## src/rtl/bsg_gen_if.sv

```systemverilog
// Handshake and bitstream bundle for bsg_gen; the seed input exists only when
// BSG_SEED_LOAD_EN is defined.
interface bsg_gen_if;
  logic       start;
  logic       abort;
  logic [7:0] value_a;
  logic [7:0] value_b;
`ifdef BSG_SEED_LOAD_EN
  logic [7:0] seed;
`endif
  logic [1:0] x;
  logic       x_valid;
  logic       busy;
  logic       done;

  modport master (
`ifdef BSG_SEED_LOAD_EN
    output seed,
`endif
    output start, abort, value_a, value_b,
    input  x, x_valid, busy, done
  );

  modport slave (
`ifdef BSG_SEED_LOAD_EN
    input  seed,
`endif
    input  start, abort, value_a, value_b,
    output x, x_valid, busy, done
  );
endinterface

```

## src/rtl/bsg_gen.sv

```systemverilog
// Two-lane stochastic bitstream generator: one 255-bit stream per start, lane
// density set by value_a/value_b. Optional seed input under BSG_SEED_LOAD_EN.
module bsg_gen (
  input  logic       clk,
  input  logic       rst_n,
  bsg_gen_if.slave   bus
);

  typedef enum logic [1:0] {IDLE, RUN, DONE} state_e;

  // The counter holds the index of the bit currently on x; 254 is the 255th.
  localparam logic [7:0] LAST_IDX = 8'd254;

  state_e     state_q, state_d;
  logic [7:0] lfsr_q, lfsr_d;
  logic [7:0] cnt_q, cnt_d;
  logic [7:0] val_a_q, val_a_d;
  logic [7:0] val_b_q, val_b_d;
  logic [1:0] x_q, x_d;
  logic [7:0] seed_w;

  function automatic logic [7:0] lfsr_step(input logic [7:0] q);
    return {q[6:0], q[7] ^ q[5] ^ q[4] ^ q[3]};
  endfunction

  function automatic logic [7:0] bitrev(input logic [7:0] v);
    logic [7:0] r;
    for (int i = 0; i < 8; i++) r[i] = v[7-i];
    return r;
  endfunction

`ifdef BSG_SEED_LOAD_EN
  // An all-zero LFSR would lock up, so a zero seed falls back to 1.
  assign seed_w = (bus.seed == 8'h00) ? 8'h01 : bus.seed;
`else
  assign seed_w = 8'h01;
`endif

  always_comb begin
    // NOTE: every variable gets a default before the case so no path leaves
    // it unassigned, which would otherwise infer a latch.
    state_d = state_q;
    lfsr_d  = lfsr_q;
    cnt_d   = cnt_q;
    val_a_d = val_a_q;
    val_b_d = val_b_q;
    x_d     = 2'b00;

    unique case (state_q)
      IDLE, DONE: begin
        state_d = IDLE;
        if (bus.start) begin
          state_d = RUN;
          val_a_d = bus.value_a;
          val_b_d = bus.value_b;
          lfsr_d  = seed_w;
          cnt_d   = 8'd0;
        end
      end
      RUN: begin
        if (bus.abort) begin
          state_d = IDLE;
        end else if (cnt_q == LAST_IDX) begin
          state_d = DONE;
        end else begin
          lfsr_d = lfsr_step(lfsr_q);
          cnt_d  = cnt_q + 8'd1;
        end
      end
      default: state_d = IDLE;
    endcase

    // x is computed from next state so the registered bit lines up with x_valid.
    if (state_d == RUN) begin
      x_d = {bitrev(lfsr_d) <= val_b_d, lfsr_d <= val_a_d};
    end
  end

  always_ff @(posedge clk or negedge rst_n) begin
    if (!rst_n) begin
      state_q <= IDLE;
      lfsr_q  <= 8'h01;
      cnt_q   <= 8'd0;
      val_a_q <= 8'd0;
      val_b_q <= 8'd0;
      x_q     <= 2'b00;
    end else begin
      // NOTE: state registers use non-blocking assignments so every flop
      // samples pre-edge values regardless of statement order.
      state_q <= state_d;
      lfsr_q  <= lfsr_d;
      cnt_q   <= cnt_d;
      val_a_q <= val_a_d;
      val_b_q <= val_b_d;
      x_q     <= x_d;
    end
  end

  assign bus.x       = x_q;
  assign bus.x_valid = (state_q == RUN);
  assign bus.busy    = (state_q == RUN);
  assign bus.done    = (state_q == DONE);

endmodule
```

## src/flat_wrapper.sv

```systemverilog
// flat-port wrapper written by rule: the top's interface ports become plain ports
module bsg_gen_flat 
  (clk, rst_n, bus_start, bus_abort, bus_value_a, bus_value_b, bus_x, bus_x_valid, bus_busy, bus_done);
  bsg_gen_if bus_i ();
  input  logic clk;
  input  logic rst_n;
  input wire logic [$bits(bus_i.start)-1:0] bus_start;
  input wire logic [$bits(bus_i.abort)-1:0] bus_abort;
  input wire logic [$bits(bus_i.value_a)-1:0] bus_value_a;
  input wire logic [$bits(bus_i.value_b)-1:0] bus_value_b;
  output wire logic [$bits(bus_i.x)-1:0] bus_x;
  output wire logic [$bits(bus_i.x_valid)-1:0] bus_x_valid;
  output wire logic [$bits(bus_i.busy)-1:0] bus_busy;
  output wire logic [$bits(bus_i.done)-1:0] bus_done;
  assign bus_i.start = bus_start;
  assign bus_i.abort = bus_abort;
  assign bus_i.value_a = bus_value_a;
  assign bus_i.value_b = bus_value_b;
  assign bus_x = bus_i.x;
  assign bus_x_valid = bus_i.x_valid;
  assign bus_busy = bus_i.busy;
  assign bus_done = bus_i.done;
  bsg_gen u_core (.clk(clk), .rst_n(rst_n), .bus(bus_i));
endmodule
```

## config.mk

```make
export PLATFORM = sky130hd
export DESIGN_NAME = bsg_gen_flat
export DESIGN_NICKNAME = d
export VERILOG_FILES = /design/src/rtl/bsg_gen_if.sv /design/src/rtl/bsg_gen.sv /design/src/flat_wrapper.sv
export SDC_FILE = /design/constraint.sdc
export NUM_CORES = 1
export LEC_CHECK = 0
export ABC_CLOCK_PERIOD_IN_PS = 3200
export CORE_ASPECT_RATIO = 0.5
export CORE_MARGIN = 4
export CORE_UTILIZATION = 50
export DETAILED_ROUTE_END_ITERATION = 10
export PLACE_DENSITY = 0.69
export SETUP_SLACK_MARGIN = 0.02
export SYNTH_ARGS = -nofsm -noshare
export SYNTH_HDL_FRONTEND = slang
export SYNTH_SLANG_ARGS = --single-unit
```

## constraint.sdc

```tcl
create_clock -name clk -period 3.2 [get_ports clk]
set_input_delay 0.48 -clock clk [delete_from_list [all_inputs] [get_ports clk]]
set_output_delay 0.48 -clock clk [all_outputs]
set_load 0.005 [all_outputs]
```

==> metrics.yaml, run 1 <==
slew_viol_final: 0
switching_share: 0.3222
synth_cells: 207
dp_hpwl_um: 3416
yosysSeqAreaShare: 0.4378
finalCritPeriodShare: 0.9453
cts_hold_buf: 0
postCtsSetupBuffers: 0
dr.first_iter.drc_count: 52
core-area_um2: 3944
synth_top_area_frac: 0.4250
cts_root_buffer: "clkbuf_8"
placed_cell_area_um2: 2421
p_leak_uw: 0.001247
layout_min_cycle_time_ps: 3025
cp.arrival_ps: 3250
rsz0062_at_grt: "false"
rows: 16
synth-async-reset-ratio: 1.000
htree_levels: 2
holdWs_ps: 485.1
seqCellArea_um2: 902.1
gr-usage-all-layers: 0.1972
multi_input_area_um2: 1023
synth_flop_cell: "dfrtp_1"
yosysUniqueCellTypes: 44
yosysTopAreaCell: "dfrtp_1"
seq_power_share: 0.426
post-route-util: 0.6374
setup.worst_path.end_class: "flip-flop"
cp_max_fo: 12
grt_max_degree: 37
setup_ws_ps: 175.0
clock_path_buffers: 2
cts.sinks: 36
post-place-ws_ps: -75.79
synth-edff-count: 0
dr.pass1.iters: 4
critPathKind: "in2reg"
grt-ovfl-total: 0
routedWlPerCell_um: 15.05
via_count: 1557
p_sw_uw: 433.2
dieArea_um2: 5275
synth.most_common_cell: "dfrtp_1"
antenna_left: 0
area_growth_syn_to_layout_pct: 21.98
clk-insertion-delay-late_ps: 300
cts_resized: 0
route.detailed.drc: 0
worst_slew_pin_slew_ps: 453.6
power.density_nw_per_um2: 534.8
max_freq_mhz: 330.6
intPower_uw: 911.1
ys_ff_latch: 36
avgSynthCellArea_um2: 9.955
place_congestion: 0.8042
yosys-top-cells-count: "dfrtp_1, inv_1, nand2_1"
die_x_um: 98.79
cp_data_required_time_ps: 3430
worst_setup_path_start_kind: "input pin"
antenna_found_initial: 0
syn_nets: 241
final_area_um2: 2514
die_h_um: 53.40
setup_viol: 0
netlist_area_um2: 2061
final_layout_size_suffix_gt1_frac: 0.1148
ys_warn_count: 0
drv_cap: 0
pin_count: 25
clock_power_share: 0.253
nNetsFinal: 277
outcome: "complete, no violations"
ir_drop_v: 0.0002516
vias_per_cell: 5.225
cts.clk_slew.worst_paths_ps: 80
numCtsBuffers: 5
cts_tree: "yes"
pwr-share-comb: 0.320
maxSlewHeadroom: 0.6976
n_antenna_cell: 0
holdCritPathClass: "reg2reg"
start_util: 0.5225
hold_viol: 0
fillers: 337
clock_skew_ps: 6.466
routed_wl_um: 4486
grt_pass1_vias: 1574
portBuffers: 24
tns_ps: 0
grt_pass1_wl_um: 7755
synth_area_leaders: "dfrtp_1, mux2i_1, ha_1"
==> layer usage <==
layer | share of wire | GRT usage | vias to the layer above
met5 | 0 | 0 | -
met4 | 0.012 | 0.07483 | 0
met3 | 0.046 | 0.05132 | 5
met2 | 0.44 | 0.3033 | 25
met1 | 0.50 | 0.2678 | 751
li1 | - | - | 776
==> layout by cell type, fill, tap and decap left out, types with 2 or more instances in the layout <==
cell	synthesis	final
dfrtp_1	35	35
mux2_2	3	3
nand3_1	8	8
o21ai_0	5	5
xnor2_1	6	6
clkbuf_8	0	6
and2b_1	2	2
mux2i_1	18	18
xor2_1	5	5
a21oi_1	8	8
clkdlybuf4s50_1	0	24
and2_1	2	2
nand2_1	20	20
ha_1	14	14
buf_4	1	12
or4_1	2	2
nand4_1	4	4
and3_1	5	5
nor2_1	9	9
maj3_1	2	2
inv_1	26	26
clkinv_2	0	2
or3_1	2	2
o2111ai_1	2	2
a21o_1	3	3
==> layout make-up <==
type                       count  area share
clock buffer                   6     0.03285
tap                           54     0.02688
clock inverter                 2    0.003982
inverter                      26     0.03883
timing repair buffer          36      0.1314
multi-input combinational    138      0.4072
sequential                    36      0.3589
==> critical path, stage by stage <==
cell and delay [ps]:
clkdlybuf4s50_1 420, or3b_4 420, a21o_1 230, buf_4 220, mux2i_1 200, inv_1 70, ha_1 290, a21oi_1 230
nor2b_1 180, o32ai_1 90, a211oi_1 280, o2bb2ai_1 140
==> power by group through the flow <==
stage | registers, uW | logic (uW) | clock network [uW]
final | 573 | 431 | 341
after global routing | 582 | 484 | 377
after CTS | 573 | 432 | 350
after detailed placement | 581 | 429 | 0
after global placement | 580 | 414 | 0
after floorplan | 570 | 281 | 0
==> sequential cells by signal, summed over array words and instances, names as in the netlist <==
name / count
u_core.bus.x: 2
u_core.val_b_q: 8
u_core.cnt_q: 8
u_core.state_q: 2
u_core.lfsr_q: 8
u_core.val_a_q: 8
==> logic make-up (layout without fill, tap and decap cells) <==
logic type | Yosys count | in the layout | synth area share
compound gates | 28 | 28 | 0.08926
simple gates | 61 | 61 | 0.1512
mux | 22 | 22 | 0.1148
fa+ha+maj | 16 | 16 | 0.09472
buf+inv | 33 | 70 | 0.06557
xor+xnor | 11 | 11 | 0.04675
flops | 36 | 36 | 0.4378
==> metrics by stage <==
step	power [uW]	instances
global route	1444	298
detailed placement	1010	290
finish	1344	298
global placement	994.3	290
floorplan	851.0	207
CTS	1355	298
==> final timing paths <==
check                                            start                          end  slack, ps  depth (start not counted)
min                        u_core.val_b_q[0]$_DFF_PN0_  u_core.val_b_q[0]$_DFF_PN0_        490                          2
max                                          bus_abort    u_core.bus.x[1]$_DFF_PN0_        170                         12
max reg2reg                u_core.cnt_q[0]$_DFFE_PN0P_    u_core.bus.x[1]$_DFF_PN0_        240                         13
min in group asynchronous                        rst_n  u_core.cnt_q[3]$_DFFE_PN0P_        600                          2
max in group asynchronous                        rst_n   u_core.lfsr_q[0]$_DFF_PN1_       2260                          2
min reg2reg                u_core.val_b_q[0]$_DFF_PN0_  u_core.val_b_q[0]$_DFF_PN0_        490                          2
No activity file was read; power rests on OpenSTA's default activity.
==> inputs of run 2 (changes only) <==
--- a/config.mk
+++ b/config.mk
@@ -9,6 +9,7 @@
 export CORE_ASPECT_RATIO = 0.5
 export CORE_MARGIN = 4
 export CORE_UTILIZATION = 50
+export CTS_CLUSTER_SIZE = 14
 export DETAILED_ROUTE_END_ITERATION = 10
 export PLACE_DENSITY = 0.69
 export SETUP_SLACK_MARGIN = 0.02
==> results of run 2 <==
No change in the layout: final DEF, timing and power equal those of run 1.
==> inputs of run 3 (changes only) <==
--- a/config.mk
+++ b/config.mk
@@ -8,10 +8,10 @@
 export ABC_CLOCK_PERIOD_IN_PS = 3200
 export CORE_ASPECT_RATIO = 0.5
 export CORE_MARGIN = 4
-export CORE_UTILIZATION = 50
+export CORE_UTILIZATION = 40
 export CTS_CLUSTER_SIZE = 14
 export DETAILED_ROUTE_END_ITERATION = 10
-export PLACE_DENSITY = 0.69
+export PLACE_DENSITY = 0.57
 export SETUP_SLACK_MARGIN = 0.02
 export SYNTH_ARGS = -nofsm -noshare
 export SYNTH_HDL_FRONTEND = slang
==> metrics.yaml, run 3 (synthesis results as in run 1) <==
antenna_left: 0
cts_resized: 0
finalCritPeriodShare: 0.9089
reg2reg_from: "u_core.cnt_q[0]$_DFFE_PN0P_"
vias_per_cell: 4.926
setup.worst_path.start: "bus_abort"
power.density_nw_per_um2: 522.4
fillers: 463
area_growth_syn_to_layout_pct: 21.43
cp_slowest_cell: "clkdlybuf4s50_1"
cts.clk_slew.worst_paths_ps: 80
hold_viol: 0
critPathKind: "in2reg"
holdCritPathClass: "in2async"
seqCellArea_um2: 902.1
clock_path_buffers: 2
cts_hold_buf: 0
routedWlPerCell_um: 14.28
clock_skew_ps: 11.57
die_x_um: 109.5
holdWs_ps: 312.6
drv_cap: 0
reg2reg_depth: 13
crit-reg2reg-capture: "u_core.bus.x[1]$_DFF_PN0_"
cts_root_buffer: "clkbuf_8"
routed_wl_um: 4454
gr-usage-all-layers: 0.1602
place_congestion: 0.7825
core-area_um2: 4955
rows: 18
route.detailed.drc: 0
cp_max_fo: 12
power_uw: 1307
final_layout_size_suffix_gt1_frac: 0.1033
cts.sinks: 36
maxSlewHeadroom: 0.4123
htree_levels: 2
dr.pass1.iters: 4
n_antenna_cell: 0
rsz0062_at_grt: "false"
grt_max_degree: 37
via_count: 1537
layout_common_cells: "dfrtp_1, inv_1, clkdlybuf4s50_1"
cp.arrival_ps: 3120
max_freq_mhz: 343.8
post-route-util: 0.5051
reg2reg_slack_ps: 400
worst_slew_pin_slew_ps: 881.6
cts_tree: "yes"
grt_pass1_vias: 1540
final_common_cell: "dfrtp_1"
crit_path_cell_trace: "clkdlybuf4s50_1, or3b_4, a21o_1, buf_4, mux2i_1, inv_1, ha_1, a21oi_1, nor2b_1, o32ai_1, a211oi_1, o2bb2ai_1"
setup_viol: 0
dieArea_um2: 6434
p_leak_uw: 0.001229
nNetsFinal: 275
tns_ps: 0
outcome: "complete, no violations"
worst_setup_path_start_kind: "input pin"
dp_hpwl_um: 3290
slew_viol_final: 0
grt-ovfl-total: 0
numCtsBuffers: 5
layout_min_cycle_time_ps: 2908
ir_drop_v: 0.0002542
portBuffers: 24
die_h_um: 58.76
critPathMaxStageDelay_ps: 430
grt_pass1_wl_um: 7900
clk-insertion-delay-late_ps: 280
dr.first_iter.drc_count: 99
multi_input_area_um2: 1023
postCtsSetupBuffers: 0
pin_count: 25
setup.worst_path.end_class: "flip-flop"
start_util: 0.4159
cp_data_required_time_ps: 3410
antenna_found_initial: 0
## run 3: per-layer routing
layer / wire [um] / part of all wire / global-route usage / vias up
met1: 2464 / 0.55 / 0.2531 / 731
met3: 138 / 0.031 / 0.03724 / 5
met4: 48 / 0.011 / 0.04263 / 0
met5: 0 / 0 / 0 / -
met2: 1802 / 0.40 / 0.2151 / 23
li1: - / - / - / 778
## run 3: area by class of cell
cell class / count / share of cell area
sequential: 36 / 0.3605
timing repair buffer: 34 / 0.1240
clock inverter: 1 / 0.002000
inverter: 26 / 0.03900
tap: 70 / 0.03500
clock buffer: 7 / 0.03050
multi-input combinational: 138 / 0.4090
## run 3: worst max path at each step
stage | end | slack [ps]
floorplan | u_core.bus.x[0]$_DFF_PN0_ | 230
global placement | u_core.bus.x[0]$_DFF_PN0_ | 110
detailed placement | u_core.bus.x[1]$_DFF_PN0_ | 20
CTS | u_core.bus.x[1]$_DFF_PN0_ | 300
global route | u_core.bus.x[1]$_DFF_PN0_ | 130
finish | u_core.bus.x[1]$_DFF_PN0_ | 290
## run 3: worst max-delay path: cells and delay by family
family | cells | cell delay, ps
compound gates | 5 | 880
mux | 1 | 200
buf+inv | 3 | 700
fa+ha+maj | 1 | 290
simple gates | 2 | 570
## run 3: where the power goes
group | total, uW | switching [uW] | internal (uW)
sequential | 573 | 39.4 | 533
combinational | 420 | 219 | 202
clock | 314 | 161 | 153
## run 3: metrics by stage
stage	area (um^2)	worst slack, ps	std cells
4_1_cts	2502	295.4	312
3_3_place_gp	2421	110.9	304
3_5_place_dp	2421	24.59	304
2_1_floorplan	2061	225.9	207
5_1_grt	2502	132.8	312
6_report	2502	291.5	312
==> RTL edit: new RTL, config.mk and constraints of run 1 <==
The 3 states of `state_e` get a one-hot encoding in 3 bits.
--- a/src/rtl/bsg_gen.sv
+++ b/src/rtl/bsg_gen.sv
@@ -7,5 +7,5 @@
 );
 
-  typedef enum logic [1:0] {IDLE, RUN, DONE} state_e;
+  typedef enum logic [2:0] {IDLE = 3'b001, RUN = 3'b010, DONE = 3'b100} state_e;
 
   // The counter holds the index of the bit currently on x; 254 is the 255th.
Function: same outputs for any inputs over 10 cycles, from zero or initial values and one cycle with rst_n low; not proved beyond that.
==> RTL edit against run 1 <==
Wire length down 3.5%. Sequential share of layout area grew 0.50 points. Sequential cell count is 1 higher. Power grew 23%. Area after synthesis barely moved. Global-route usage shrank 2.5 points. Cell area increased by 1.5%. Critical path depth up 2. Setup slack got worse by 0.80 ps. Critical path type unchanged. Critical endpoint unchanged.
==> RTL edit: results (changes against run 1) <==
| Metric | Value |
|---|---|
| Status | completed (unchanged) |
| Hold Path Class | input port to async pin (was flop to flop) |
| Dominant cells by area after synthesis | dfrtp_1 (42%), ha_1 (8.5%), mux2i_1 (6.8%) (was dfrtp_1 (43%), mux2i_1 (8.7%), ha_1 (8.5%)) |
| Vias in the first global route | 1423 (was 1574) |
| Synth Area in Adders | 0.0850 (was 0.0947) |
| Bufs w/o clock | 35 (was 36) |
| Design Area, Final | 2550 um2 (was 2510 um2) |
| #MultiIn Comb | 140 (was 138) |
| Tightest Pin Transition | 835 ps (was 454 ps) |
| Fraction of layout cells with a size suffix above 1 | 0.115 (about the same) |
| Placed cells | 289 (was 290) |
| Ant diodes | 0 (unchanged) |
| Int Pwr | 1.13 mW (was 0.911 mW) |
| Synthesized Nets | 241 (unchanged) |
| CP peak stage delay | 500 ps (was 420 ps) |
| Reg area | 928 um2 (was 902 um2) |
| Distinct cells, synth | 38 (was 44) |
| Via Count | 1544 (was 1557) |
| Max VDD drop | 0.360 mV (was 0.252 mV) |
| Reg-to-reg startpoint | u_core.state_q[2] (was u_core.cnt_q[0]) |
| Total length of routed wires | 4330 um (was 4490 um) |
| Largest net degree at the start of global routing | 38 (was 37) |
| Area after DPL | 2420 um2 (about the same) |
| Crit path DAT | 3210 ps (was 3250 ps) |
| Clk cell area share | 0.0525 (was 0.0368) |
| Fin nets | 276 (was 277) |
| Register area share after synthesis | 0.450 (was 0.438) |
| First-pass GRT wire length | 6840 um (was 7760 um) |
| Seq cells post-synth | 37 (was 36) |
| CTS clk-pin slew, worst paths | roughly 70 ps |
| Leak Pwr | 1.30 nW (was 1.25 nW) |
| Fill cells | 320 (was 337) |
| Max Clock Skew | 3.43 ps (was 6.47 ps) |
| Crit path max fanout | 8 (was 12) |
| Asr flop ratio synth | 1.00 (unchanged) |
| Cells after Synth | 207 (unchanged) |
| Post-synthesis compound-gate area fraction | 0.110 (was 0.0893) |
| DP Worst Slack | -77.8 ps (was -75.8 ps) |
| Area of the multi-input gates | 1020 um2 (about the same) |
| Total Routing Usage GR | 0.173 (was 0.197) |
| Inverters | 23 (was 26) |
| Routed WL per cell | 14.6 um (was 15.1 um) |
| Hold slack | 287 ps (was 485 ps) |
| PostCTS Resize Cnt | 0 (unchanged) |
| CP max stage cell | or4b_4 (was clkdlybuf4s50_1) |
| Initial DRC Count | 107 (was 52) |
| Most instantiated cells after synthesis | dfrtp_1 (35), inv_1 (23), nand2_1 (22) (was dfrtp_1 (35), inv_1 (26), nand2_1 (20)) |
| Post-synthesis mux area share | 0.0843 (was 0.115) |
| Final core occ | 0.647 (was 0.637) |
| HPWL after DPL | 3200 um (was 3420 um) |
| Xor/xnor share of the synthesized area | 0.0595 (was 0.0468) |
==> RTL edit: metal layers <==
| layer | global-route usage | part of all wire |
|---|---|---|
| met5 | 0 | 0 |
| met4 | 0.0522 | 0.0053 |
| met3 | 0.0474 | 0.036 |
| met2 | 0.254 | 0.44 |
| met1 | 0.245 | 0.52 |
==> RTL edit: power by group through the flow <==
stage               sequential [mW]  clock [mW]  combinational [mW]
floorplan                     0.633           0               0.363
global route                  0.648       0.521               0.605
global placement              0.642           0               0.517
CTS                           0.637       0.497               0.535
detailed placement            0.645           0               0.532
finish                        0.637       0.485               0.532
==> RTL edit: worst max path at each step <==
stage               slack [ps]              end  startpoint  cells after the start
CTS                        220  u_core.bus.x[1]   bus_abort                     14
finish                     170  u_core.bus.x[1]   bus_abort                     14
global placement           -40  u_core.bus.x[1]   bus_abort                     14
global route                30  u_core.bus.x[1]   bus_abort                     14
floorplan                  500  u_core.bus.x[1]   bus_abort                     10
detailed placement         -80  u_core.bus.x[1]   bus_abort                     14
